**config.mk**
```make
export PLATFORM = sky130hd
export DESIGN_NAME = sprite_bank
export DESIGN_NICKNAME = d
export VERILOG_FILES = /design/src/rtl/sprite_bank.sv
export SDC_FILE = /design/constraint.sdc
export NUM_CORES = 2
export LEC_CHECK = 0
export ABC_AREA = 1
export BUFFER_PORTS_ARGS = -buffer_cell sky130_fd_sc_hd__buf_2
export CORE_ASPECT_RATIO = 1.2
export CORE_UTILIZATION = 30
export CTS_BUF_LIST = sky130_fd_sc_hd__clkbuf_4
export CTS_CLUSTER_DIAMETER = 60
export DETAILED_ROUTE_END_ITERATION = 8
export GPL_TIMING_DRIVEN = 0
export HOLD_SLACK_MARGIN = 0.15
export PLACE_DENSITY_LB_ADDON = 0.15
export SKIP_CTS_REPAIR_TIMING = 1
export SYNTH_ARGS = -nofsm -noshare
export SYNTH_HDL_FRONTEND = slang
export SYNTH_SLANG_ARGS = --single-unit
```
**constraint.sdc**
```tcl
create_clock -name clk -period 9.8 [get_ports clk]
set_input_delay 0.49 -clock clk [delete_from_list [all_inputs] [get_ports clk]]
set_output_delay 0.49 -clock clk [all_outputs]
set_load 0.005 [all_outputs]
```
**src/rtl/sprite_bank.sv**
```systemverilog
// Bank of NUM_SPRITES bouncing rectangles with fixed-priority pixel resolve.
// Optional overlap detector enabled by defining SPRITE_COLLISION_EN.
module sprite_bank #(
    parameter int NUM_SPRITES = 4,
    parameter int H_ACTIVE    = 640,
    parameter int V_ACTIVE    = 480,
    parameter int SIZE_W      = 9,
    parameter int DEL_W       = 5,
    parameter int IDX_W       = 2
) (
    input  logic              clk,
    input  logic              reset,
    input  logic [10:0]       X,
    input  logic [10:0]       Y,
    input  logic              VBlank,
    input  logic              cfg_we,
    input  logic [IDX_W-1:0]  cfg_idx,
    input  logic              cfg_en,
    input  logic [10:0]       cfg_x,
    input  logic [10:0]       cfg_y,
    input  logic [DEL_W-1:0]  cfg_dx,
    input  logic [DEL_W-1:0]  cfg_dy,
    input  logic [SIZE_W-1:0] cfg_xsize,
    input  logic [SIZE_W-1:0] cfg_ysize,
    input  logic [11:0]       cfg_rgb,
    output logic              hit,
    output logic [IDX_W-1:0]  hit_idx,
    output logic [3:0]        red,
    output logic [3:0]        green,
    output logic [3:0]        blue,
    output logic              collide
);

    localparam logic signed [12:0] H_LIM = 13'(H_ACTIVE);
    localparam logic signed [12:0] V_LIM = 13'(V_ACTIVE);

    logic              spr_en  [NUM_SPRITES];
    logic [10:0]       spr_x   [NUM_SPRITES];
    logic [10:0]       spr_y   [NUM_SPRITES];
    logic [DEL_W-1:0]  spr_dx  [NUM_SPRITES];
    logic [DEL_W-1:0]  spr_dy  [NUM_SPRITES];
    logic [SIZE_W-1:0] spr_xs  [NUM_SPRITES];
    logic [SIZE_W-1:0] spr_ys  [NUM_SPRITES];
    logic [11:0]       spr_rgb [NUM_SPRITES];

    logic [10+DEL_W:0] step_x [NUM_SPRITES];
    logic [10+DEL_W:0] step_y [NUM_SPRITES];

    logic                   vblank_q;
    logic                   tick;
    logic [NUM_SPRITES-1:0] hit_vec;
    logic                   any_hit;
    logic [IDX_W-1:0]       win_idx;
    logic [11:0]            win_rgb;

    // One axis of motion: returns {next position, next velocity}.
    function automatic logic [10+DEL_W:0] step_axis(
        input logic [10:0]        pos,
        input logic [DEL_W-1:0]   vel,
        input logic [SIZE_W-1:0]  size,
        input logic signed [12:0] lim
    );
        logic signed [12:0] np;
        logic signed [12:0] vs;
        logic signed [12:0] sz;
        logic signed [12:0] edge_pos;
        logic [10:0]        pos_n;
        logic [DEL_W-1:0]   vel_n;
        vs       = {{(13-DEL_W){vel[DEL_W-1]}}, vel};
        sz       = {{(13-SIZE_W){1'b0}}, size};
        np       = {2'b00, pos} + vs;
        edge_pos = (sz >= lim) ? '0 : lim - sz;
        pos_n    = 11'(np);
        vel_n    = vel;
        if (!vel[DEL_W-1] && vel != '0 && (np + sz) > lim) begin
            pos_n = 11'(edge_pos);
            vel_n = -vel;
        end else if (vel[DEL_W-1] && np < 0) begin
            pos_n = '0;
            vel_n = -vel;
        end
        return {pos_n, vel_n};
    endfunction

    assign tick = VBlank & ~vblank_q;

    always_comb begin
        for (int unsigned i = 0; i < NUM_SPRITES; i++) begin
            step_x[i] = step_axis(spr_x[i], spr_dx[i], spr_xs[i], H_LIM);
            step_y[i] = step_axis(spr_y[i], spr_dy[i], spr_ys[i], V_LIM);
        end
    end

    // A config write to a sprite takes precedence over its motion on the same tick.
    always_ff @(posedge clk or posedge reset) begin
        if (reset) begin
            vblank_q <= 1'b0;
            for (int unsigned i = 0; i < NUM_SPRITES; i++) begin
                spr_en[i]  <= 1'b0;
                spr_x[i]   <= '0;
                spr_y[i]   <= '0;
                spr_dx[i]  <= '0;
                spr_dy[i]  <= '0;
                spr_xs[i]  <= '0;
                spr_ys[i]  <= '0;
                spr_rgb[i] <= '0;
            end
        end else begin
            vblank_q <= VBlank;
            for (int unsigned i = 0; i < NUM_SPRITES; i++) begin
                if (cfg_we && 32'(cfg_idx) == i) begin
                    spr_en[i]  <= cfg_en;
                    spr_x[i]   <= cfg_x;
                    spr_y[i]   <= cfg_y;
                    spr_dx[i]  <= cfg_dx;
                    spr_dy[i]  <= cfg_dy;
                    spr_xs[i]  <= cfg_xsize;
                    spr_ys[i]  <= cfg_ysize;
                    spr_rgb[i] <= cfg_rgb;
                end else if (tick && spr_en[i]) begin
                    {spr_x[i], spr_dx[i]} <= step_x[i];
                    {spr_y[i], spr_dy[i]} <= step_y[i];
                end
            end
        end
    end

    always_comb begin
        for (int unsigned i = 0; i < NUM_SPRITES; i++) begin
            hit_vec[i] = spr_en[i]
                && ({1'b0, X} >= {1'b0, spr_x[i]})
                && ({1'b0, X} <  ({1'b0, spr_x[i]} + 12'(spr_xs[i])))
                && ({1'b0, Y} >= {1'b0, spr_y[i]})
                && ({1'b0, Y} <  ({1'b0, spr_y[i]} + 12'(spr_ys[i])));
        end
    end

    always_comb begin
        any_hit = 1'b0;
        win_idx = '0;
        win_rgb = '0;
        for (int unsigned i = 0; i < NUM_SPRITES; i++) begin
            if (hit_vec[i] && !any_hit) begin
                any_hit = 1'b1;
                win_idx = IDX_W'(i);
                win_rgb = spr_rgb[i];
            end
        end
    end

    always_ff @(posedge clk or posedge reset) begin
        if (reset) begin
            hit     <= 1'b0;
            hit_idx <= '0;
            red     <= '0;
            green   <= '0;
            blue    <= '0;
        end else begin
            hit     <= any_hit;
            hit_idx <= win_idx;
            red     <= win_rgb[11:8];
            green   <= win_rgb[7:4];
            blue    <= win_rgb[3:0];
        end
    end

`ifdef SPRITE_COLLISION_EN
    logic multi_hit;
    logic seen_hit;

    always_comb begin
        multi_hit = 1'b0;
        seen_hit  = 1'b0;
        for (int unsigned i = 0; i < NUM_SPRITES; i++) begin
            if (hit_vec[i]) begin
                if (seen_hit) multi_hit = 1'b1;
                seen_hit = 1'b1;
            end
        end
    end

    // Sticky until the frame tick; a same-cycle overlap keeps it set.
    always_ff @(posedge clk or posedge reset) begin
        if (reset) begin
            collide <= 1'b0;
        end else if (multi_hit) begin
            collide <= 1'b1;
        end else if (tick) begin
            collide <= 1'b0;
        end
    end
`else
    assign collide = 1'b0;
`endif

endmodule
```
==> metrics.csv <==
metric;value;unit
status;complete, no violations;
nets;5553;
place.gp.congestion;0.917;
grt_max_degree;112;
final-hold-violation-count;0;
fillers;11700;
yosysTopAreaCellShare;0.213;
core-area;104000;um2
ctsRootBufferMaster;clkbuf_4;
grt_pass1_vias;31000;
clock_sinks;268;
seq_area;6710;um2
holdPathStages;5;
dpl_cell_area;33800;um2
die-area;106000;um2
setup_viol;0;
dp_cells;6247;
synth_most_common_cell;nand2_1;
min_path_type;input pin to flip-flop;
crit_type;flip-flop to flip-flop;
drc;0;
synth-edff-count;0;
tns;0;ns
synthCells;4765;
start_util;0.304;
fin_area;35200;um2
worst_slack;4.96;ns
vias;31900;
synth_ff_type;dfrtp_1;
skew;0.0506;ns
crit_fanout;10;
ctsLongestPathBuffers;3;
vias_per_cell;4.97;
layoutNonFillerInstCount;6419;
grt.total_usage;0.233;
cts_tree;built;
reg2reg_depth;22;
syn2layout_area_growth;11.6;%
place_ws;5.04;ns
antenna_found_initial;6;
clk_pin_slew;0.07;ns
tightestPinTransition;1.07;ns
clk_latency;0.88;ns
synth_common_cells;nand2_1 (1255), inv_1 (737), ha_1 (444);
dr.first_iter.drc_count;2047;
die_w;298;um
syn_nets;5324;
critPathCaptureType;flip-flop;
rows;129;
synth_seq_cells;268;
max_freq;207;MHz
firstDrtPassIters;7;
synth_top_cell_by_area;dfrtp_1;
cts_buffers;79;
async_flop_share;1.00;
drive_gt1_frac;0.0662;
ys_warn_count;0;
grt_pass1_wl;188000;um
multiInputGateArea;21600;um2
cp.required;10.60;ns
syn_area;31500;um2
drtAntennaViolNets;0;
arrival;5.64;ns
ys_top_cells_by_area;dfrtp_1 (21%), ha_1 (18%), nand2_1 (15%), inv_1 (8.8%), nand3_1 (5.9%);
maxSlewHeadroom;0.282;
wl_per_cell;19.5;um
grt-ovfl-total;0;
min_period;4.84;ns
wl;125000;um
die_h;357;um
slew_violations;0;
fin_crit_sh;0.494;
htree_levels;3;
port_buffers;105;
drv_cap;0;
ios;107;
postSynthAreaPerCell;6.61;um2
yosysSeqAreaShare;0.213;
rsz0062_at_grt;no;
cp-start-kind;flip-flop;
dp_hpwl;101000;um
synth_cell_type_count;56;
-- cells in the final DEF (no fill, tap or decap), types with 4 or more instances in the layout --
master	n
clkbuf_4	101
nor3_1	56
clkinv_1	22
nor4_1	7
a21oi_1	273
dfrtp_1	268
inv_1	736
o211ai_1	5
fa_1	24
nand2_4	9
buf_1	7
xnor2_1	82
mux2i_1	9
o2111ai_1	4
nand3b_1	30
a211oi_1	6
nand4_1	117
nor2_2	10
nand3_2	5
nor2_4	4
buf_4	7
o21ai_1	19
nor2_1	377
or2_2	23
xor2_1	110
a31oi_1	15
dlygate4sd3_1	41
o21ai_0	280
o22ai_1	11
nand3_1	371
clkbuf_1	56
o21bai_1	47
ha_1	444
o21a_1	13
a31o_2	4
buf_2	121
nand2_2	18
nand3_4	6
a21o_1	8
nand2_1	1255
-- per-stage QoR --
step / utilization / hold WS [ns]
2_1_floorplan: - / 0.453
3_3_place_gp: 0.326 / 0.466
3_5_place_dp: 0.326 / 0.473
4_1_cts: 0.335 / -0.393
5_1_grt: 0.339 / 0.154
6_report: 0.339 / 0.103
-- per-layer routing --
| metal | global-route usage | wire, um |
|---|---|---|
| met5 | 0 | 11 |
| met3 | 0.0253 | 5540 |
| met2 | 0.392 | 57500 |
| met1 | 0.299 | 56200 |
| met4 | 0.110 | 5900 |
-- final cells by class --
| class | count | area share |
|---|---|---|
| Buffer | 88 | 0.0110 |
| Inverter | 743 | 0.0796 |
| Clock inverter | 28 | 0.00509 |
| Multi-Input combinational cell | 3666 | 0.615 |
| Antenna cell | 2 | 0.000142 |
| Tap cell | 1375 | 0.0489 |
| Clock buffer | 101 | 0.0216 |
| Timing Repair Buffer | 148 | 0.0282 |
| Sequential cell | 268 | 0.191 |
-- registers in the layout, summed over array words and instances (netlist names) --
register,count
spr_dy,20
spr_y,44
spr_x,44
green,4
spr_rgb,48
spr_xs,36
vblank_q,1
spr_dx,20
hit_idx,2
spr_en,4
blue,4
red,4
spr_ys,36
hit,1
-- kinds of logic after synthesis --
family,share of synthesized area
other cells,0.000119
fa+ha+maj,0.192
mux,0.00286
buf+inv,0.101
xor+xnor,0.0534
simple gates,0.318
compound gates,0.121
flops,0.213
-- worst max-delay path: stages (launching register included) --
cell	delay, ns
dfrtp_1	0.50
ha_1	0.23
inv_1	0.06
fa_1	0.40
o21ai_0	0.32
a21oi_1	0.12
o21bai_1	0.24
a21oi_1	0.11
o21ai_0	0.27
nand2_1	0.08
a21oi_1	0.16
xor2_1	0.17
ha_1	0.26
inv_1	0.08
nor3_1	0.05
a21oi_1	0.13
nand3_1	0.30
nor2_1	0.57
buf_2	0.37
nand3_1	0.11
nand2_1	0.12
nor2_1	0.05
nand2_1	0.06
-- final timing paths --
path	start	endpoint	slack, ns
max in group asynchronous	reset	spr_dx[17]$_DFFE_PP0P_	8.57
setup reg to reg	spr_xs[18]$_DFFE_PP0P_	red[1]$_DFF_PP0_	4.96
hold / removal	cfg_x[3]	spr_x[14]$_DFFE_PP0P_	0.10
setup / recovery	spr_xs[18]$_DFFE_PP0P_	red[1]$_DFF_PP0_	4.96
hold reg to reg	spr_rgb[45]$_DFFE_PP0P_	spr_rgb[45]$_DFFE_PP0P_	0.49
min in group asynchronous	reset	spr_y[9]$_DFFE_PP0P_	0.23
Power is not shown: default switching activity piles up to over one toggle a cycle in this logic, so the estimate is an artifact.
